`src/rtl/dma_arb_pkg.sv`:
```
// Shared types and limits for the DMA priority arbiter.
// Optional software requests are enabled by defining DMA_ARB_SW_REQ_EN.
package dma_arb_pkg;

    localparam int DMA_MAX_CH = 8;

    typedef enum logic [1:0] {
        IDLE    = 2'd0,
        HOLD    = 2'd1,
        GRANT   = 2'd2,
        RELEASE = 2'd3
    } arb_state_e;

endpackage

```
`src/rtl/dma_prio_sel.sv`:
```
// Combinational priority picker: fixed (channel 0 first) or rotating from ptr.
module dma_prio_sel
    import dma_arb_pkg::*;
#(
    parameter int NUM_CH = 4,
    parameter int CH_W   = $clog2(NUM_CH)
) (
    input  logic [NUM_CH-1:0] req,
    input  logic [CH_W-1:0]   ptr,
    input  logic              rot_pri,
    output logic [CH_W-1:0]   winner,
    output logic              any_req
);

    localparam int SUM_W = CH_W + 1;

    logic [CH_W-1:0] base_s;

    assign base_s  = rot_pri ? ptr : {CH_W{1'b0}};
    assign any_req = |req;

    // Walk from lowest to highest priority so the last requesting hit wins.
    always_comb begin
        logic [CH_W:0] pos_v;
        winner = {CH_W{1'b0}};
        pos_v  = {SUM_W{1'b0}};
        for (int i = NUM_CH - 1; i >= 0; i--) begin
            pos_v  = {1'b0, base_s} + SUM_W'(i);
            pos_v  = (pos_v >= SUM_W'(NUM_CH)) ? (pos_v - SUM_W'(NUM_CH)) : pos_v;
            winner = req[pos_v[CH_W-1:0]] ? pos_v[CH_W-1:0] : winner;
        end
    end

endmodule

```
`src/rtl/dma_prio_arb.sv`:
```
// DMA channel arbiter: hold request/acknowledge handshake with fixed or rotating priority.
// Define DMA_ARB_SW_REQ_EN to add latched software requests (SW_REQ_SET).
module dma_prio_arb
    import dma_arb_pkg::*;
#(
    parameter int NUM_CH = 4,
    parameter int CH_W   = $clog2(NUM_CH)
) (
    input  logic              CLK,
    input  logic              RESET,
    input  logic [NUM_CH-1:0] DREQ,
    input  logic              DREQ_SENSE,
    input  logic [NUM_CH-1:0] MASK,
    input  logic              ROT_PRI,
    input  logic              HLDA,
    input  logic              TC,
    input  logic              EOP_N,
`ifdef DMA_ARB_SW_REQ_EN
    input  logic [NUM_CH-1:0] SW_REQ_SET,
`endif
    output logic              HRQ,
    output logic [NUM_CH-1:0] DACK,
    output logic [CH_W-1:0]   ACTIVE_CH,
    output logic              GNT_VALID
);

    localparam logic [NUM_CH-1:0] ONE_HOT0 = NUM_CH'(1);

    arb_state_e        state_q, state_d;
    logic              hrq_q, hrq_d;
    logic [NUM_CH-1:0] dack_q, dack_d;
    logic [CH_W-1:0]   active_ch_q, active_ch_d;
    logic              gnt_valid_q, gnt_valid_d;
    logic [CH_W-1:0]   ptr_q, ptr_d;

    logic [NUM_CH-1:0] eff_req_s;
    logic [CH_W-1:0]   winner_s;
    logic [CH_W-1:0]   ptr_next_s;
    logic              any_req_s;
    logic              term_s;

    assign term_s     = TC | ~EOP_N;
    assign ptr_next_s = (active_ch_q == CH_W'(NUM_CH - 1)) ? {CH_W{1'b0}}
                                                            : (active_ch_q + CH_W'(1));

`ifdef DMA_ARB_SW_REQ_EN
    logic [NUM_CH-1:0] sw_req_q, sw_req_d;
    logic [NUM_CH-1:0] sw_clr_s;

    // Software requests ignore MASK and DREQ_SENSE.
    assign eff_req_s = ((DREQ ^ {NUM_CH{DREQ_SENSE}}) & ~MASK) | sw_req_q;

    // Latch new software requests; retire the granted one on normal termination.
    always_comb begin
        sw_clr_s = {NUM_CH{1'b0}};
        if ((state_q == GRANT) && HLDA && term_s) begin
            sw_clr_s = ONE_HOT0 << active_ch_q;
        end else begin
            sw_clr_s = {NUM_CH{1'b0}};
        end
        sw_req_d = (sw_req_q & ~sw_clr_s) | SW_REQ_SET;
    end

    // Software request register.
    always_ff @(posedge CLK or posedge RESET) begin
        if (RESET) begin
            sw_req_q <= {NUM_CH{1'b0}};
        end else begin
            sw_req_q <= sw_req_d;
        end
    end
`else
    assign eff_req_s = (DREQ ^ {NUM_CH{DREQ_SENSE}}) & ~MASK;
`endif

    dma_prio_sel #(
        .NUM_CH (NUM_CH),
        .CH_W   (CH_W)
    ) u_sel (
        .req     (eff_req_s),
        .ptr     (ptr_q),
        .rot_pri (ROT_PRI),
        .winner  (winner_s),
        .any_req (any_req_s)
    );

    // Next-state and registered-output logic of the hold/grant handshake.
    always_comb begin
        state_d     = state_q;
        hrq_d       = hrq_q;
        dack_d      = dack_q;
        active_ch_d = active_ch_q;
        gnt_valid_d = gnt_valid_q;
        ptr_d       = ptr_q;
        case (state_q)
            IDLE: begin
                // Holding off while HLDA is still high keeps a fresh HRQ from racing the CPU.
                if (any_req_s && !HLDA) begin
                    state_d = HOLD;
                    hrq_d   = 1'b1;
                end else begin
                    state_d = IDLE;
                end
            end
            HOLD: begin
                if (!any_req_s) begin
                    state_d = RELEASE;
                    hrq_d   = 1'b0;
                end else if (HLDA) begin
                    state_d     = GRANT;
                    dack_d      = ONE_HOT0 << winner_s;
                    active_ch_d = winner_s;
                    gnt_valid_d = 1'b1;
                end else begin
                    state_d = HOLD;
                end
            end
            GRANT: begin
                // A CPU abort wins over a coincident termination and leaves P alone.
                if (!HLDA) begin
                    state_d     = IDLE;
                    hrq_d       = 1'b0;
                    dack_d      = {NUM_CH{1'b0}};
                    gnt_valid_d = 1'b0;
                end else if (term_s) begin
                    state_d     = RELEASE;
                    hrq_d       = 1'b0;
                    dack_d      = {NUM_CH{1'b0}};
                    gnt_valid_d = 1'b0;
                    ptr_d       = ROT_PRI ? ptr_next_s : ptr_q;
                end else begin
                    state_d = GRANT;
                end
            end
            RELEASE: begin
                hrq_d       = 1'b0;
                dack_d      = {NUM_CH{1'b0}};
                gnt_valid_d = 1'b0;
                state_d     = HLDA ? RELEASE : IDLE;
            end
            default: begin
                state_d     = IDLE;
                hrq_d       = 1'b0;
                dack_d      = {NUM_CH{1'b0}};
                gnt_valid_d = 1'b0;
            end
        endcase
    end

    // State, pointer and output registers.
    always_ff @(posedge CLK or posedge RESET) begin
        if (RESET) begin
            state_q     <= IDLE;
            hrq_q       <= 1'b0;
            dack_q      <= {NUM_CH{1'b0}};
            active_ch_q <= {CH_W{1'b0}};
            gnt_valid_q <= 1'b0;
            ptr_q       <= {CH_W{1'b0}};
        end else begin
            state_q     <= state_d;
            hrq_q       <= hrq_d;
            dack_q      <= dack_d;
            active_ch_q <= active_ch_d;
            gnt_valid_q <= gnt_valid_d;
            ptr_q       <= ptr_d;
        end
    end

    assign HRQ       = hrq_q;
    assign DACK      = dack_q;
    assign ACTIVE_CH = active_ch_q;
    assign GNT_VALID = gnt_valid_q;

endmodule

```
`config.mk`:
```
export PLATFORM = sky130hd
export DESIGN_NAME = dma_prio_arb
export DESIGN_NICKNAME = d
export VERILOG_FILES = /design/src/rtl/dma_arb_pkg.sv /design/src/rtl/dma_prio_sel.sv /design/src/rtl/dma_prio_arb.sv
export SDC_FILE = /design/constraint.sdc
export NUM_CORES = 1
export LEC_CHECK = 0
export CAP_MARGIN = 20
export CORE_ASPECT_RATIO = 2
export CORE_MARGIN = 1.5
export CORE_UTILIZATION = 28
export CTS_BUF_LIST = sky130_fd_sc_hd__clkbuf_8
export DETAILED_ROUTE_END_ITERATION = 8
export HOLD_SLACK_MARGIN = 0.12
export SYNTH_ARGS = -nofsm -noshare
export SYNTH_HDL_FRONTEND = slang
export SYNTH_SLANG_ARGS = --single-unit
```
`constraint.sdc`:
```
create_clock -name CLK -period 2.8 [get_ports CLK]
set_input_delay 0.28 -clock CLK [delete_from_list [all_inputs] [get_ports CLK]]
set_output_delay 0.28 -clock CLK [all_outputs]
set_load 0.03 [all_outputs]
```
======== After elaboration in Yosys (flattened, before gate mapping) ========
Cells that the tools add are included.
storage, ports and cells
  word-level logic and storage cells ...... 84
  output and inout bits ................... 8
  register bits ........................... 12
cells by class
  shift-type cells ........................ 1
  mux-type cells .......................... 38
  add/subtract/negate cells ............... 8
  bitwise logic cells ..................... 5
  $lt $le $gt $ge ......................... 8
  eq/ne operators ......................... 9
  reductions and logical operators ........ 9
operators by type and width
  operator                                                           number
  two-way mux 2 bit                                                  14
  two-way mux 4 bit                                                  4
  less-than comparator 2 x 3 -> 1 bit, second input constant         4
  two-way mux 1 bit                                                  12
  one-hot mux 4 bit (3 select lines)                                 1
  greater-or-equal comparator 3 bit, second input constant           3
  binary-select mux 1 bit (select 2 bit)                             4
  != test 2 bit, second input constant                               4
  one-hot mux 2 bit (4 select lines)                                 1
  AND reduction 4 bit                                                2
  subtractor 2 x 1 -> 2 bit, second input constant                   4
  adder 2 x 2 -> 3 bit, second input constant                        2
  == test 2 bit, second input constant                               3
  AND reduction 3 bit                                                2
  AND 4 bit                                                          1
  inverter 4 bit                                                     1
  one-hot mux 1 bit (4 select lines)                                 1
  OR reduction 4 bit                                                 1
  << shifter 1 x 2 -> 4 bit, first input constant                    1
  bitwise XOR 4 bit                                                  1
  adder 2 x 1 -> 3 bit, second input constant                        1
  greater-or-equal comparator 2 x 3 -> 1 bit, second input constant  1
  != test 3 bit, second input constant                               1
  one-hot mux 1 bit (3 select lines)                                 1
  8 further kinds                                                    8

======== Depth between registers and ports, before layout ========
Gate-level depths: netlist of the first run.
  depth in word-level cells ............... 14
  mapped depth ............................ 7
  mapped depth without buffers ............ 6

======== Modules after synthesis ========
From an unflattened synthesis of the first run, not the netlist that was laid out.
second synthesis, totals
  cells, all modules ...................... 87
  area, all modules ....................... 799.5 sq um
by module, submodules not included
  module        area an instance (sq um)  times used  sequential area each (sq um)  cells an instance
  dma_prio_arb  636.9                     1           300.3                         58
  dma_prio_sel  162.7                     1           0.0                           29

======== Least setup slack after synthesis of the first run ========
OpenSTA, ideal clock, no wires.
  kind .................................... input -> register
  from .................................... input port DREQ_SENSE
  to ...................................... register dack_q[0], in the netlist DACK[0]
  cell stages on the path ................. 7
  setup time .............................. 0.066 ns
  buffers on the path ..................... 1
  setup slack ............................. 1.040 ns
  required time ........................... 2.734 ns
  arrival ................................. 1.694 ns
  path through ............................ buf_6 xnor2_2 o22ai_2 or3_4 a21o_1 a22oi_4 a22o_1
on the way
  longest elaborated chain between the ends .. 12
  elaborated cells on any way between the ends .. 21
  classes of those cells .................. 1 x eq/ne; 1 x shift; 15 x mux; 2 x bitwise; 2 x reduce/logical
ends and longest elaborated chain
  what                                     RTL line             source
  start: declaration                       dma_prio_arb.sv:12   input logic DREQ_SENSE,
  bitwise XOR 4 bit *                      dma_prio_arb.sv:73   assign eff_req_s = (DREQ ^ {NUM_CH{DREQ_SENSE}}) & ~MASK;
  AND 4 bit *                              dma_prio_arb.sv:73
  binary-select mux 1 bit (select 2 bit)   dma_prio_sel.sv:30   winner = req[pos_v[CH_W-1:0]] ? pos_v[CH_W-1:0] : winner;
  two-way mux 1 bit (not written as such)  dma_prio_sel.sv:30
  two-way mux 2 bit (4 in a row)           dma_prio_sel.sv:30
  << shifter 1 x 2 -> 4 bit                dma_prio_arb.sv:111  dack_d = ONE_HOT0 << winner_s;
  two-way mux 4 bit                        dma_prio_arb.sv:109  end else if (HLDA) begin
  two-way mux 4 bit                        dma_prio_arb.sv:106  if (!any_req_s) begin
  one-hot mux 4 bit (3 select lines)       dma_prio_arb.sv:95   case (state_q)
  end signal: assignment                   dma_prio_arb.sv:155  dack_q <= {NUM_CH{1'b0}};
  end signal: assignment                   dma_prio_arb.sv:162  dack_q <= dack_d;
  end: declaration                         dma_prio_arb.sv:31   logic [NUM_CH-1:0] dack_q, dack_d;
Mark *: on every way between the ends. The rest lies on a longest branch, timed or not. The select of a mux whose other input is x is not followed.
A chain may end at the register's enable or synchronous reset.

======== Worst setup path after layout of the first run ========
  from .................................... input port DREQ_SENSE
  to ...................................... register dack_q[3], in the netlist DACK[3]
The elaborated chain is that of the path after synthesis.

==> results of run 1 <==
cell usage in the layout, fill, tap and decap left out, types with 2 or more instances in the layout:
cell type,n
clkbuf_8,3
a21o_1,2
inv_1,3
xnor2_1,2
clkdlybuf4s50_1,22
a22o_1,4
a21oi_1,2
or2_2,2
o221ai_1,2
o32ai_1,4
nand2_1,9
nand4b_1,2
dfrtp_1,12
and2_1,2
a2bb2oi_1,2
nor2b_1,6
nor2_1,5
mux2i_1,2
o21ai_0,7
cells by family (layout without fill, tap and decap cells):
group                      Yosys count  count (layout)
adders and majority gates            1               1
and+or+nand+nor                     31              31
xor gates and xnor gates             4               4
muxes                                3               3
DFF                                 12              12
buffers and inverters                7              28
AOI/OAI and AO/OA                   34              34
where the power goes:
| part | internal, uW | total (uW) | switching (uW) |
|---|---|---|---|
| logic | 219 | 442 | 223 |
| clock network | 94.3 | 152 | 58.0 |
| registers | 235 | 331 | 96.2 |
cells in the mapped netlist (all sizes together):
library cell / instances / area, um^2
nor4: 1 / 6.260
buf: 1 / 11.26
o22ai: 1 / 12.51
o31ai: 1 / 7.510
nand2: 9 / 33.78
or2: 2 / 12.51
mux2i: 2 / 20.02
o21ai: 7 / 35.03
dfrtp: 12 / 300.3
o32ai: 4 / 35.03
o221ai: 2 / 17.52
a21o: 2 / 15.01
or3: 1 / 11.26
a22oi: 2 / 28.78
a211oi: 1 / 7.510
and3b: 1 / 8.760
nor2: 6 / 25.03
mux2: 1 / 11.26
a2bb2oi: 2 / 17.52
nand4b: 2 / 17.52
nand2b: 1 / 6.260
inv: 3 / 11.26
xnor2: 4 / 61.32
a22o: 4 / 35.03
nor2b: 6 / 37.54
a222oi: 1 / 10.01
and2: 2 / 12.51
o22a: 1 / 8.760
o311a: 1 / 10.01
a32o: 1 / 10.01
clkbuf: 3 / 16.26
a21bo: 1 / 10.01
ha: 1 / 12.51
a21oi: 2 / 10.01
o21a: 1 / 7.510
routing by layer:
layer	wire, um	vias up
met4	74	0
met3	108	9
met1	754	363
li1	-	393
met2	1121	28
met5	0	-
stage by stage:
stage	cells	area, um^2	power (uW)	hold WS (ps)
floorplan	92	893.4	623.8	144.7
global placement	140	1124	771.8	468.9
detailed placement	140	1124	776.7	467.2
CTS	143	1165	937.2	380.0
global route	143	1165	991.2	414.1
finish	143	1165	925.6	356.1
worst register-to-register path: stages, from the launching register on:
cell,delay [ps]
dfrtp_1,490
nor2b_1,200
and2_1,170
a222oi_1,330
o221ai_1,170
o21a_1,170
o21ai_0,210
sequential cells by signal, summed over array words and instances (netlist names):
register and count:
HRQ 1, DACK 4, GNT_VALID 1, ACTIVE_CH 2
ptr_q 2, state_q 2
path summary, 6_finish.rpt:
path / depth (start not counted) / to
setup / recovery: 7 / DACK[3]
hold / removal: 2 / DACK[0]
setup reg to reg: 6 / ACTIVE_CH[0]
hold reg to reg: 1 / GNT_VALID
max in group asynchronous: 2 / HRQ
min in group CLK: 1 / GNT_VALID
layout make-up:
type | instances | share of cell area (%)
repair buffers | 22 | 18.90
flip-flops and latches | 12 | 25.78
clock buffers | 3 | 3.545
inverters | 3 | 0.9667
well taps | 30 | 3.222
multi-input cells | 73 | 47.58
==> reports/qor.txt, run 1 <==
CP peak stage delay: 620 ps
DR vias: 793
Synth Warn #: 0
TritonCTS buffer count: 3
Clock transition at path regs: 50 ps
Worst EP arrival: 2410 ps
met1 global-route usage: 13.63%
Synth Area in Adders: 1.401%
setup_tns: 0 ps
cell row count: 28
Post-Synth Simple-Gate Area: 19.19%
delay-heaviest family, CP: compound AO/OA/AOI/OAI gates
hold buffer count at CTS: 0
GRT Total Usage: 12.64%
Fmax achieved: 448.0 MHz
Post-DP HPWL: 1697 um
status: finished, final reports clean
area delta synth->final: 30.39%
VDD IR max: 270.4 uV
final setup fails: 0
chip width: 42.94 um
worst clock skew: 0.7275 ps
Overflow after GRT: 0
CP startpoint: DREQ_SENSE
clk buf depth: 2
Starting Density: 29.65%
largest net degree at the start of global routing: 13
post-CTS sizing: 0
antenna-violating nets left: 0
area occupied by multi-input gates: 554.3 um^2
Post-Syn Nets: 108
final worst setup slack: 567.6 ps
initial antenna violation count: 0
DRC violation count after routing: 0
global-route wire length before repair: 3546 um
number of diodes: 0
post-synthesis mux area share: 3.501%
Seq/Total Area, Yosys: 33.61%
area of the mapped netlist: 893.4 um^2
Cells after Synth: 92
crit path launch type: input pin
GP Congestion: 0.8538
Hold Fails Final Rpt: 0
IO Pins: 23
reg-to-reg critical path startpoint: ptr_q[1]
met3 usage: 1.522%
worst slew pin tran: 469.2 ps
Die ar.: 3559 um^2
crit share post-route: 79.73%
vias in the first global route: 791
core area: 3013 um^2
max_slew headroom: 68.68%
Synth Area in Compound Gates: 31.09%
Hold WC Path Type: in -> async
Port Buffers: 22
Max FO, Critical Path: 6
Routed WL: 2059 um
Max-Cap Viols: 0
WL/cell: 14.40 um
Layout Utilization: 38.66%
met2 usage: 22.31%
PD cells: 794.6 nW/um^2
CTS tree: built
later-pin clock latency in the skew report: 240 ps
CP bufs+invs: 1
flop2flop setup slack: 960 ps
Via-to-Cell Ratio: 5.545
Cell Chain, Critical Path: clkdlybuf4s50_1, xnor2_2, o22ai_2, or3_4, a21o_1, a22oi_4, a22o_1
min Tclk post-route: 2232 ps
Slew Viols, Final: 0
largest family of logic cells by synthesized area: compound AO/OA/AOI/OAI gates
Synth cell types: 41
RSZ-0062 raised after global routing: no
Post-Place Worst Slack: 285.6 ps
Post-Synth XOR/XNOR Area: 6.863%
static leakage: 0.0004801 uW
CTS H-tree lvls: 1
Syn Area/Cell: 9.710 um^2
First-pass DRT Iterations: 4
postcts setup bufs: 0
Yosys reg bits: 12
layout cells sized above 1: 10.62%
Clock Tree Root: clkbuf_8
Worst EP required: 2970 ps
GRT busiest layer: met2
CP Capture Type: flop
FILL cells: 320
1st-iter DRT viols: 17
net count reported at finish: 131
die height: 82.88 um
WS Path Type: in -> reg
register area: 300.3 um^2
clk sinks: 12
CP max stage cell: clkdlybuf4s50_1
Power figures use the tool's default switching activity.
==> inputs of run 2 (changes only) <==
==> constraint.sdc (replaced) <==
create_clock -name CLK -period 2.3 [get_ports CLK]
set_input_delay 0.23 -clock CLK [delete_from_list [all_inputs] [get_ports CLK]]
set_output_delay 0.23 -clock CLK [all_outputs]
set_load 0.03 [all_outputs]
==> reports/qor.txt, run 2 (synthesis results as in run 1) <==
Overflow after GRT: 0
Fmax achieved: 488.9 MHz
VDD IR max: 291.1 uV
initial antenna violation count: 0
Starting Density: 29.65%
CP bufs+invs: 2
Clock Tree Root: clkbuf_8
postcts setup bufs: 0
delay-heaviest family, CP: compound AO/OA/AOI/OAI gates
core area: 3013 um^2
WS Path Type: in -> reg
final setup fails: 0
Clock transition at path regs: 50 ps
CP Capture Type: flop
Die ar.: 3559 um^2
layout cells sized above 1: 15.83%
commonest non-fill, non-tap cells in the layout: clkdlybuf4s50_1 (22), dfrtp_1 (12), nand2_1 (9), o21ai_0 (7)
CP max stage cell: clkdlybuf4s50_1
Cell Chain, Critical Path: clkdlybuf4s50_1, buf_4, xnor2_4, o22ai_2, or3_4, a21o_1, a22oi_4, a22o_1
Slew Viols, Final: 0
1st-iter DRT viols: 14
Post-Place Worst Slack: 5.546 ps
setup_tns: 0 ps
TritonCTS buffer count: 3
die height: 82.88 um
met3 usage: 1.739%
Worst EP arrival: 2220 ps
GP Congestion: 0.8304
max_slew headroom: 69.41%
GRT Total Usage: 12.79%
Hold WC Path Type: in -> async
commonest non-fill, non-tap cell in the layout: clkdlybuf4s50_1
global-route wire length before repair: 3636 um
max reg flops: 4
Finished Cell Area: 1224 um^2
area delta synth->final: 36.97%
clk sinks: 12
number of diodes: 0
met2 usage: 24.38%
worst clock skew: 1.597 ps
chip width: 42.94 um
net count reported at finish: 137
met1 global-route usage: 12.48%
worst slew pin tran: 454.7 ps
DR vias: 838
vias in the first global route: 901
First-pass DRT Iterations: 4
Routed WL: 2052 um
later-pin clock latency in the skew report: 240 ps
DRC violation count after routing: 0
CP peak stage delay: 410 ps
post-CTS sizing: 0
Max FO, Critical Path: 5
largest net degree at the start of global routing: 13
Worst EP required: 2480 ps
static leakage: 0.0005156 uW
GRT busiest layer: met2
cell row count: 28
clk buf depth: 2
WL/cell: 13.68 um
crit path launch type: input pin
placed inst area: 1169 um^2
status: finished, final reports clean
Via-to-Cell Ratio: 5.587
Hold Fails Final Rpt: 0
RSZ-0062 raised after global routing: no
final worst setup slack: 254.8 ps
IO Pins: 23
Post-DP HPWL: 1693 um
hold buffer count at CTS: 0
Port Buffers: 22
antenna-violating nets left: 0
Max-Cap Viols: 0
min Tclk post-route: 2045 ps
CTS tree: built
crit share post-route: 88.92%
CTS H-tree lvls: 1
PD cells: 961.3 nW/um^2
run 2: cell types whose count changed in the layout (fill, tap and decap cells not counted), sizes merged:
cell,delta
buf,+6
clkbuf,+1
run 2: path summary, 6_finish.rpt:
kind,start,to,slack (ps),cells after the start
setup / recovery,DREQ_SENSE,DACK[3],250,8
hold / removal,RESET,DACK[3],290,2
setup reg to reg,ptr_q[1],DACK[2],410,6
hold reg to reg,GNT_VALID,GNT_VALID,480,1
max in group asynchronous,RESET,ACTIVE_CH[1],1700,2
min in group CLK,GNT_VALID,GNT_VALID,480,1
run 2: metrics by stage:
step | util, % | std cells | hold WS, ps | total power, uW
floorplan | - | 92 | 94.70 | 759.4
CTS | 40.61 | 150 | 311.4 | 1188
finish | 40.61 | 150 | 294.0 | 1176
global placement | 38.79 | 146 | 477.1 | 948.1
detailed placement | 38.79 | 146 | 472.5 | 954.3
global route | 40.61 | 150 | 344.2 | 1257
run 2: cell type report:
cell class / instances / area [um^2]
inverter: 3 / 11.26
tap: 30 / 37.54
multi-input combinational: 73 / 554.3
clock buffer: 4 / 55.05
sequential: 12 / 300.3
timing repair buffer: 28 / 265.3
fill: 301 / 1789
run 2: where the power goes:
group          switching [uW]  internal [uW]  total, uW
Clock                    77.7            151        229
Sequential                116            285        401
Combinational             268            279        546
run 2: routing by layer:
layer	share of wire [%]	wire, um
met1	37	755
met5	0	0
met3	5.7	117
met4	2.8	57
met2	55	1120
==> inputs of run 3 (changes only) <==
--- a/config.mk
+++ b/config.mk
@@ -11,6 +11,7 @@
 export CORE_UTILIZATION = 28
 export CTS_BUF_LIST = sky130_fd_sc_hd__clkbuf_8
 export DETAILED_ROUTE_END_ITERATION = 8
+export GPL_TIMING_DRIVEN = 0
 export HOLD_SLACK_MARGIN = 0.12
 export SYNTH_ARGS = -nofsm -noshare
 export SYNTH_HDL_FRONTEND = slang
==> reports/qor.txt, run 3 (synthesis results as in run 1) <==
status: finished, final reports clean
Die ar.: 3559 um^2
P_int: 714.1 uW
WS Path Type: in -> reg
FILL cells: 318
Clock Tree Root: clkbuf_8
Combinational Power Share: 50.1%
min Tclk post-route: 2039 ps
initial antenna violation count: 0
TritonCTS buffer count: 3
Hold Fails Final Rpt: 0
clk sinks: 12
PD cells: 992.6 nW/um^2
final setup fails: 0
Post-DP HPWL: 1714 um
register area: 300.3 um^2
1st-iter DRT viols: 23
max reg flops: 4
area occupied by multi-input gates: 554.3 um^2
IO Pins: 23
CP max stage cell: clkdlybuf4s50_1
CTS tree: built
Clock transition at path regs: 50 ps
WL/cell: 14.21 um
placed inst area: 1131 um^2
Clock power frac: 19.1%
GP Congestion: 0.8504
max_slew headroom: 67.70%
static leakage: 0.0004955 uW
Max-Cap Viols: 0
crit share post-route: 88.65%
delay-heaviest family, CP: compound AO/OA/AOI/OAI gates
Port Buffers: 20
vias in the first global route: 897
Fmax achieved: 490.4 MHz
Worst EP arrival: 2220 ps
clk buf depth: 2
cell row count: 28
chip width: 42.94 um
Via-to-Cell Ratio: 5.801
DR vias: 847
crit path launch type: input pin
die height: 82.88 um
commonest non-fill, non-tap cell in the layout: clkdlybuf4s50_1
total net switching power: 463.2 uW
Cell Chain, Critical Path: clkdlybuf4s50_1, xnor2_4, o22ai_2, or3_4, a21o_1, a22oi_4, a22o_1
CP Capture Type: flop
postcts setup bufs: 0
VDD IR max: 375.1 uV
later-pin clock latency in the skew report: 240 ps
CTS H-tree lvls: 1
RSZ-0062 raised after global routing: no
CP peak stage delay: 590 ps
Routed WL: 2074 um
net count reported at finish: 133
Overflow after GRT: 0
largest net degree at the start of global routing: 13
Hold WC Path Type: in -> async
global-route wire length before repair: 3746 um
worst slew pin tran: 480.0 ps
Starting Density: 29.65%
Max FO, Critical Path: 5
Sw Share: 39.35%
Worst EP required: 2480 ps
GRT Total Usage: 13.02%
number of diodes: 0
CP bufs+invs: 1
setup_tns: 0 ps
Flop pwr share: 30.7%
post-CTS sizing: 0
commonest non-fill, non-tap cells in the layout: clkdlybuf4s50_1 (20), dfrtp_1 (12), nand2_1 (9), o21ai_0 (7), nor2b_1 (6)
DRC violation count after routing: 0
hold buffer count at CTS: 0
Layout Utilization: 39.37%
worst clock skew: 2.882 ps
Slew Viols, Final: 0
antenna-violating nets left: 0
layout cells sized above 1: 13.79%
Finished Cell Area: 1186 um^2
First-pass DRT Iterations: 5
area delta synth->final: 32.77%
core area: 3013 um^2
==> run 3: final cells by class <==
| type | instances | area share [%] |
|---|---|---|
| timing repair buffer | 20 | 16.88 |
| buffer | 4 | 2.321 |
| inverter | 3 | 0.9494 |
| tap | 30 | 3.165 |
| clock buffer | 4 | 4.641 |
| sequential | 12 | 25.32 |
| multi-input combinational | 73 | 46.73 |
==> run 3: power groups by stage <==
stage	sequential (uW)	clock (uW)	combinational (uW)
6_report	362	225	590
3_3_place_gp	364	0	581
5_1_grt	380	244	641
4_1_cts	363	230	594
2_1_floorplan	433	0	326
3_5_place_dp	364	0	592
==> run 3: path summary, 6_finish.rpt <==
path | from | endpoint | slack (ps) | depth (start not counted)
worst max-delay path | DREQ[3] | DACK[2] | 260 | 7
worst min-delay path | RESET | DACK[2] | 300 | 2
worst max register to register | ptr_q[1] | DACK[2] | 350 | 7
worst min register to register | GNT_VALID | GNT_VALID | 480 | 1
max in group asynchronous | RESET | HRQ | 1680 | 2
min in group CLK | ROT_PRI | ptr_q[0] | 470 | 5
==> run 3: through the flow <==
stage / worst slack, ps / cells / hold slack, ps / total power, uW
after floorplan: 589.5 / 92 / 94.70 / 759.4
after global placement: 43.82 / 142 / 463.4 / 945.1
after detailed placement: 22.58 / 142 / 475.9 / 956.9
after CTS: 264.5 / 146 / 320.6 / 1188
after global routing: 84.00 / 146 / 356.3 / 1264
final: 261.0 / 146 / 299.7 / 1177
==> run 3: metal layers <==
layer | wire length [um] | part of all wire (%) | global-route usage, % | vias up
met2 | 1190 | 57 | 24.79 | 29
met4 | 47 | 2.3 | 5.510 | 0
met3 | 83 | 4.0 | 2.174 | 7
li1 | - | - | - | 397
met5 | 0 | 0 | 0 | -
met1 | 752 | 36 | 12.96 | 414
==> run 3: worst reg2reg max path, stage by stage (launching register included) <==
cell      delay [ps]
dfrtp_1          330
clkbuf_1         340
and3b_1          250
o32ai_1          220
o21ai_0          120
a22oi_1          260
nor2_1           130
a22o_1           200
